[src/rtl/mem_arb_pkg.sv]
// Shared types for the memory-port arbiter: FSM state encoding and owner codes.
package mem_arb_pkg;

   typedef enum logic {
      IDLE = 1'b0,
      BUSY = 1'b1
   } arb_state_e;

   localparam logic OWN_IF = 1'b0;
   localparam logic OWN_D  = 1'b1;

endpackage

[src/rtl/mem_port_arbiter.sv]
// Shares one memory port between instruction fetch (IF) and data access (D).
// Data wins over fetch, except that a fetch kept waiting through STARVE_MAX
// consecutive data grants is forced through. One transaction outstanding at a
// time; a watchdog aborts a transaction the memory never acknowledges.
//
//  state | meaning
//  IDLE  | no transaction; arbitrate when no completion pulse is out
//  BUSY  | o_mem_* driven and held, waiting for i_mem_ack or the watchdog
module mem_port_arbiter
   import mem_arb_pkg::*;
#(
   parameter int AW         = 16,
   parameter int DW         = 16,
   parameter int STARVE_MAX = 4,
   parameter int TIMEOUT    = 15
) (
   input  logic          i_clk,
   input  logic          i_rst_n,
   input  logic          i_if_req,
   input  logic [AW-1:0] i_if_addr,
   output logic          o_if_ack,
   output logic [DW-1:0] o_if_rdata,
   input  logic          i_d_req,
   input  logic          i_d_we,
   input  logic [AW-1:0] i_d_addr,
   input  logic [DW-1:0] i_d_wdata,
   output logic          o_d_ack,
   output logic [DW-1:0] o_d_rdata,
   output logic          o_mem_req,
   output logic          o_mem_we,
   output logic [AW-1:0] o_mem_addr,
   output logic [DW-1:0] o_mem_wdata,
   input  logic          i_mem_ack,
   input  logic [DW-1:0] i_mem_rdata,
   output logic          o_busy,
   output logic          o_owner,
   output logic          o_err
);

   localparam int SW = $clog2(STARVE_MAX + 1);
   localparam int TW = $clog2(TIMEOUT + 1);

   localparam logic [SW-1:0] STARVE_TOP = SW'(STARVE_MAX);
   localparam logic [TW-1:0] TIMER_LAST = TW'(TIMEOUT - 1);

   arb_state_e    state_q;
   logic [SW-1:0] starve_q, starve_d;
   logic [TW-1:0] timer_q;
   logic          mem_req_q, mem_we_q;
   logic [AW-1:0] mem_addr_q;
   logic [DW-1:0] mem_wdata_q;
   logic          if_ack_q, d_ack_q;
   logic [DW-1:0] if_rdata_q, d_rdata_q;
   logic          owner_q;
   logic          err_q;

   logic          if_pend, d_pend, arb_en;
   logic          grant_if, grant_d;
   logic          done, done_err;
   logic [DW-1:0] done_rdata;

   // Arbitration and starvation-counter next value. While a completion pulse
   // is out the requesters are updating their req lines, so no grant is made
   // in that cycle; a requester that re-raises right after its ack therefore
   // competes on equal terms in the following IDLE cycle.
   always_comb begin
      if_pend  = i_if_req & ~if_ack_q;
      d_pend   = i_d_req & ~d_ack_q;
      arb_en   = (state_q == IDLE) & ~if_ack_q & ~d_ack_q;
      grant_d  = arb_en & d_pend & ~(if_pend & (starve_q == STARVE_TOP));
      grant_if = arb_en & if_pend & ~grant_d;
      starve_d = starve_q;
      if (grant_d && if_pend) begin
         if (starve_q != STARVE_TOP) begin
            starve_d = starve_q + 1'b1;
         end
      end else if (grant_d || grant_if) begin
         starve_d = '0;
      end
   end

   // Completion of the BUSY transaction: memory ack, or watchdog expiry.
   // Writes and aborts return zero data.
   always_comb begin
      done       = (state_q == BUSY) & (i_mem_ack | (timer_q == TIMER_LAST));
      done_err   = (state_q == BUSY) & ~i_mem_ack & (timer_q == TIMER_LAST);
      done_rdata = (i_mem_ack && !mem_we_q) ? i_mem_rdata : '0;
   end

   // Arbiter FSM with all outputs registered.
   always_ff @(posedge i_clk or negedge i_rst_n) begin
      if (!i_rst_n) begin
         state_q     <= IDLE;
         starve_q    <= '0;
         timer_q     <= '0;
         mem_req_q   <= 1'b0;
         mem_we_q    <= 1'b0;
         mem_addr_q  <= '0;
         mem_wdata_q <= '0;
         if_ack_q    <= 1'b0;
         d_ack_q     <= 1'b0;
         if_rdata_q  <= '0;
         d_rdata_q   <= '0;
         owner_q     <= OWN_IF;
         err_q       <= 1'b0;
      end else begin
         if_ack_q <= 1'b0;
         d_ack_q  <= 1'b0;
         starve_q <= starve_d;
         case (state_q)
            IDLE: begin
               if (grant_if || grant_d) begin
                  state_q     <= BUSY;
                  timer_q     <= '0;
                  mem_req_q   <= 1'b1;
                  mem_we_q    <= grant_d & i_d_we;
                  mem_addr_q  <= grant_d ? i_d_addr : i_if_addr;
                  mem_wdata_q <= grant_d ? i_d_wdata : '0;
                  owner_q     <= grant_d ? OWN_D : OWN_IF;
               end
            end
            BUSY: begin
               if (done) begin
                  state_q   <= IDLE;
                  mem_req_q <= 1'b0;
                  if (owner_q == OWN_D) begin
                     d_ack_q   <= 1'b1;
                     d_rdata_q <= done_rdata;
                  end else begin
                     if_ack_q   <= 1'b1;
                     if_rdata_q <= done_rdata;
                  end
                  if (done_err) begin
                     err_q <= 1'b1;
                  end
               end else begin
                  timer_q <= timer_q + 1'b1;
               end
            end
            default: state_q <= IDLE;
         endcase
      end
   end

   assign o_if_ack    = if_ack_q;
   assign o_if_rdata  = if_rdata_q;
   assign o_d_ack     = d_ack_q;
   assign o_d_rdata   = d_rdata_q;
   assign o_mem_req   = mem_req_q;
   assign o_mem_we    = mem_we_q;
   assign o_mem_addr  = mem_addr_q;
   assign o_mem_wdata = mem_wdata_q;
   assign o_busy      = (state_q == BUSY);
   assign o_owner     = owner_q;
   assign o_err       = err_q;

endmodule

[config.mk]
export PLATFORM = sky130hd
export DESIGN_NAME = mem_port_arbiter
export DESIGN_NICKNAME = d
export VERILOG_FILES = /design/src/rtl/mem_arb_pkg.sv /design/src/rtl/mem_port_arbiter.sv
export SDC_FILE = /design/constraint.sdc
export NUM_CORES = 1
export LEC_CHECK = 0
export ABC_AREA = 0
export CAP_MARGIN = 10
export CORE_ASPECT_RATIO = 1.75
export CORE_UTILIZATION = 39
export CTS_CLUSTER_DIAMETER = 50
export DETAILED_ROUTE_END_ITERATION = 7
export PLACE_DENSITY_LB_ADDON = 0.05
export REMOVE_ABC_BUFFERS = 1
export SKIP_LAST_GASP = 1
export SYNTH_ARGS = -nofsm -noshare
export SYNTH_HDL_FRONTEND = slang
export SYNTH_SLANG_ARGS = --single-unit
[constraint.sdc]
create_clock -name i_clk -period 1.6 [get_ports i_clk]
set_input_delay 0.48 -clock i_clk [delete_from_list [all_inputs] [get_ports i_clk]]
set_output_delay 0.48 -clock i_clk [all_outputs]
set_load 0.01 [all_outputs]
==> out/qor.txt, run 1 <==
CP required: 1.82 ns
ant diodes: 0
Gate Count Post-Synth: 282
row count: 45
Worst path max stage delay: 0.42 ns
crit path buf inv count: 2
Worst Setup SP: timer_q[1]
DRT antenna net count: 0
Num CTS Buffers: 9
synthesized area: 3530 um2
Hold Buf Count CTS: 0
share of layout cells above drive strength 1: 22.0%
vias in the first global route: 3223
CTS Root Cell: clkbuf_16
FFs w/ async S/R, synth: 100%
Post-Place Cells: 550
Final HPWL DP: 6.66 mm
GRT Total Usage: 22.5%
post-synth top area cell: dfrtp_1
total wire length: 9.65 mm
worst hold slack: 0.140 ns
P_leak: 2.77 nW
Critical Path AT: 1.92 ns
CP max-delay cell: dfrtp_1
status: finished, violations left
Finished Layout Cells: 571
clk buf depth: 2
IO buf count: 140
largest net degree at the start of global routing: 79
reg2reg start: timer_q[1]
num ports: 141
DRT Pass-1 Iters: 4
fmax: 589 MHz
worst slack, placed: -0.678 ns
fin util: 65.1%
RD Place Congestion: 0.784
CP Class: register to register
# DRC: 0
syn_area_per_cell: 12.5 um2
final hold viol count: 0
synth warn: 0
Setup Total Neg Slack: -1.43 ns
slew margin rel.: 61.6%
WL per Instance: 16.9 um
CP max FO: 7
insertion delay to the later sink of the worst-skew pair: 0.33 ns
vias per inst: 5.15
CTS tree: done
synth unique cells: 37
Post-synth EDFFs: 0
max-slew violations: 0
dpl cell area: 5280 um2
gr ovfl total: 0
Most used DFF post-synth: dfrtp_1
FILL cells: 724
H-tree Lvls: 3
# setup viols final: 20
Max Cap Viol: 0
die span in y: 128 um
sequential share of the synthesized area: 55.3%
Syn-to-layout area delta: 61.1%
clock-pin slew on the worst setup and hold paths: 0.06 ns
Hold Crit Class: input port to asynchronous set/reset pin
clk sinks: 78
power density cells: 1780 nW/um2
failing checks: negative setup slack
CORE AREA: 8730 um2
CP Cell Sequence: ha_4 > a31oi_4 > nand3b_4 > buf_12 > buf_12 > mux2_4
top post-synthesis cells by area: dfrtp_1, mux2_4, mux2_2
slew at the pin closest to its max-slew limit: 0.573 ns
CP Capture Type: register
1st-iter DRT viols: 189
worst setup margin: -0.0991 ns
peak supply drop: 0.959 mV
RSZ-0062 raised after global routing: yes
delay-heaviest family, CP: flip-flops
startpoint types: register
register bit total from synthesis: 78
Final Power: 10.1 mW
Critical Path Most Common Cell: buf_12
initial core utilization: 40.4%
Max Clock Skew: 0.00559 ns
routed via count: 2941
first-pass GRT wire length: 16.1 mm
top-area cell type share of the netlist area: 55.3%
Die Area: 9450 um2
flop2flop setup slack: -0.1 ns
die width: 73.9 um
period utilization: 106%
NumNets Final: 523
post-route minimum period: 1.70 ns
initial antenna violation count: 0
Post-Layout Inst Area: 5680 um2
[synthesized netlist by cell type, types with 2 or more instances]
master and number:
a22o_1 19, nand3b_1 2, buf_1 2, nand4_1 16
buf_6 2, ha_1 4, nand3_1 20, o211ai_1 18
o221ai_1 2, mux2_4 18, dfrtp_1 78, mux2_2 15
nor2_1 3, o21ai_0 17, nand2b_1 3, inv_1 6
and2_1 16, nand2_1 2, and3_1 3, clkbuf_1 4
or3_1 2, buf_2 12, a21o_1 3, nor2b_1 2
[final timing paths]
| kind | to | cells after the start |
|---|---|---|
| setup / recovery | o_d_rdata[4] | 6 |
| hold / removal | o_mem_addr[14] | 2 |
| setup reg to reg | o_d_rdata[4] | 6 |
| hold reg to reg | o_err | 1 |
| max in group asynchronous | o_mem_wdata[2] | 2 |
| min in group i_clk | o_err | 1 |
[per-layer routing]
layer  wire length [um]  vias up  track usage, %  part of all wire [%]
met1               3710     1464            25.7                    38
met3                484       10            4.64                   5.0
met4                170        0            9.62                   1.8
met5                  0        -               0                     0
met2               5280       92            39.5                    55
li1                   -     1375               -                     -
[logic make-up (layout without fill, tap and decap cells)]
| kind of cell | Yosys count | after routing | share of synthesized area, % |
|---|---|---|---|
| AO/OA/AOI/OAI | 63 | 63 | 13.2 |
| adder cells (fa/ha/maj) | 4 | 4 | 1.42 |
| buffers and inverters | 28 | 200 | 4.26 |
| flip-flops | 78 | 78 | 55.3 |
| multiplexers | 33 | 33 | 12.4 |
| AND/OR/NAND/NOR | 76 | 76 | 13.4 |
[state kept, by name (all words and copies together) (netlist names), 3 cells and up]
register and flops:
o_d_rdata 16, o_if_rdata 16, o_mem_addr 16, o_mem_wdata 16, starve_q 3, timer_q 4
[where the power goes]
group          internal (mW)  switching [mW]  total, mW  leakage [nW]
clock                   1.45           0.782       2.23         0.162
sequential              2.81           0.459       3.27         0.997
combinational           2.52            2.08       4.60          1.61
total                   6.78            3.32       10.1          2.77
[timing repair]
item	CTS	global route
endpoints found under the hold margin	0	0
setup buffers	4	1
gates resized for setup	98	6
endpoints found under the setup margin	107	39
gates cloned	2	0
pin swaps	4	1
[final cells by class]
type	instances	area, um2	share of cell area, %
Clock buffer	11	253	4.45
Inverter	6	22.5	0.396
Timing Repair Buffer	178	1710	30.2
Multi-Input combinational cell	176	1510	26.6
Clock inverter	5	81.3	1.43
Tap cell	117	146	2.58
Sequential cell	78	1950	34.4
[cells in the final DEF (no fill, tap or decap), types with 3 or more instances in the layout]
cell type and instances:
o21ai_0 15, nand4_1 16, dlygate4sd2_1 73, a22o_1 19
o211ai_1 18, clkdlybuf4s50_1 65, buf_12 8, a21o_1 3
buf_6 5, buf_4 26, inv_1 5, nand3_1 20
nand2b_1 3, clkbuf_16 9, ha_1 3, dfrtp_1 77
and2_1 16, nor2_1 3, mux2_4 31
No activity file was read; power rests on OpenSTA's default activity.
==> run 2: changes to the inputs <==
--- a/config.mk
+++ b/config.mk
@@ -11,9 +11,11 @@
 export CORE_UTILIZATION = 39
 export CTS_CLUSTER_DIAMETER = 50
 export DETAILED_ROUTE_END_ITERATION = 7
+export MAX_ROUTING_LAYER = met4
 export PLACE_DENSITY_LB_ADDON = 0.05
 export REMOVE_ABC_BUFFERS = 1
 export SKIP_LAST_GASP = 1
+export SLEW_MARGIN = 20
 export SYNTH_ARGS = -nofsm -noshare
 export SYNTH_HDL_FRONTEND = slang
 export SYNTH_SLANG_ARGS = --single-unit
==> out/qor.txt, run 2 (same netlist as run 1, synthesis figures left out) <==
status: finished, violations left
failing checks: negative setup slack
vias in the first global route: 3229
CP Cell Sequence: ha_4 > a31oi_4 > nand3b_4 > buf_12 > buf_12 > mux2_4
# DRC: 0
flop2flop setup slack: -0.1 ns
die width: 73.9 um
vias per inst: 5.15
share of layout cells above drive strength 1: 22.0%
final hold viol count: 0
RD Place Congestion: 0.795
# setup viols final: 20
DRT antenna net count: 0
H-tree Lvls: 3
insertion delay to the later sink of the worst-skew pair: 0.33 ns
peak supply drop: 0.960 mV
Critical Path AT: 1.91 ns
initial core utilization: 40.4%
Max Cap Viol: 0
die span in y: 128 um
ant diodes: 0
IO buf count: 140
delay-heaviest family, CP: flip-flops
gr ovfl total: 0
Finished Layout Cells: 571
clk sinks: 78
largest net degree at the start of global routing: 79
Post-Place Cells: 550
Num CTS Buffers: 9
slew at the pin closest to its max-slew limit: 0.551 ns
Syn-to-layout area delta: 61.1%
RSZ-0062 raised after global routing: yes
Max Clock Skew: 0.00669 ns
NumNets Final: 523
Worst path max stage delay: 0.41 ns
slew margin rel.: 63.1%
Hold Crit Class: input port to asynchronous set/reset pin
CP max-delay cell: dfrtp_1
most common cell after layout, fill and taps aside: dfrtp_1
clk buf depth: 2
max-slew violations: 0
Critical Path Most Common Cell: buf_12
Final HPWL DP: 6.66 mm
CP Class: register to register
GRT Total Usage: 23.2%
CP required: 1.82 ns
clock-pin slew on the worst setup and hold paths: 0.06 ns
DRT Pass-1 Iters: 4
routed via count: 2938
Die Area: 9450 um2
CTS tree: done
row count: 45
P_leak: 2.77 nW
startpoint types: register
FILL cells: 724
fmax: 590 MHz
most frequent cells in the layout: dfrtp_1, dlygate4sd2_1, clkdlybuf4s50_1, mux2_4, buf_4
fin util: 65.1%
crit path buf inv count: 2
initial antenna violation count: 0
worst setup margin: -0.0961 ns
num ports: 141
total wire length: 9.65 mm
CP Capture Type: register
CTS Root Cell: clkbuf_16
first-pass GRT wire length: 16.1 mm
power density cells: 1780 nW/um2
1st-iter DRT viols: 159
CP max FO: 7
post-route minimum period: 1.70 ns
CORE AREA: 8730 um2
period utilization: 106%
WL per Instance: 16.9 um
[run 2: cell types whose count changed in the layout (fill, tap and decap cells not counted)]
cell	delta
clkdlybuf4s15_1	+1
dlygate4sd2_1	-1
[run 2: path summary, 6_finish.rpt]
kind / from / to / depth (start not counted)
worst max-delay path: timer_q[1] / o_d_rdata[12] / 6
worst min-delay path: i_rst_n / o_mem_addr[14] / 2
worst max register to register: timer_q[1] / o_d_rdata[12] / 6
worst min register to register: o_err / o_err / 1
max in group asynchronous: i_rst_n / o_mem_wdata[2] / 2
min in group i_clk: o_err / o_err / 1
[run 2: power breakdown]
part,switching (mW),internal [mW]
combinational,2.08,2.52
clock,0.782,1.45
sequential,0.461,2.81
[run 2: layout make-up]
| cell class | instances | area (um2) | area share (%) |
|---|---|---|---|
| timing repair buffer | 178 | 1720 | 30.2 |
| clock buffer | 11 | 253 | 4.45 |
| tap | 117 | 146 | 2.58 |
| clock inverter | 5 | 81.3 | 1.43 |
| inverter | 6 | 22.5 | 0.396 |
| sequential | 78 | 1950 | 34.4 |
| multi-input combinational | 176 | 1510 | 26.6 |
[run 2: worst reg2reg max path, delay by kind of cell (launching register included)]
kind	cells	cell delay [ns]
AO/OA/AOI/OAI	1	0.23
adder cells (fa/ha/maj)	1	0.19
buffers and inverters	2	0.24
flip-flops	1	0.41
multiplexers	1	0.30
AND/OR/NAND/NOR	1	0.21
[run 2: routing by layer]
layer | GRT usage [%] | wire length, um
met1 | 25.6 | 3680
met2 | 39.7 | 5310
met3 | 5.66 | 480
met4 | 8.60 | 175
met5 | - | 0
[run 2: through the flow]
step                      hold WS [ns]  TNS [ns]  area [um2]  power, mW  setup WS [ns]
after floorplan                  0.184    -52.68        3400       5.42          -1.24
after global placement           0.460    -32.90        5280       8.11         -0.565
after detailed placement         0.457    -35.38        5280       8.20         -0.678
after CTS                        0.185     -1.78        5720       10.3        -0.0889
after global routing             0.178     -2.58        5680       10.8         -0.145
final                            0.162     -1.38        5680       10.1        -0.0961
[run 2: what timing repair did]
action | 4_1_cts | 5_1_grt
setup buffers | 4 | 1
endpoints found under the setup margin | 107 | 40
hold buffers | 0 | 0
cloned | 2 | 0
pin swaps | 4 | 1
resized for setup | 98 | 7
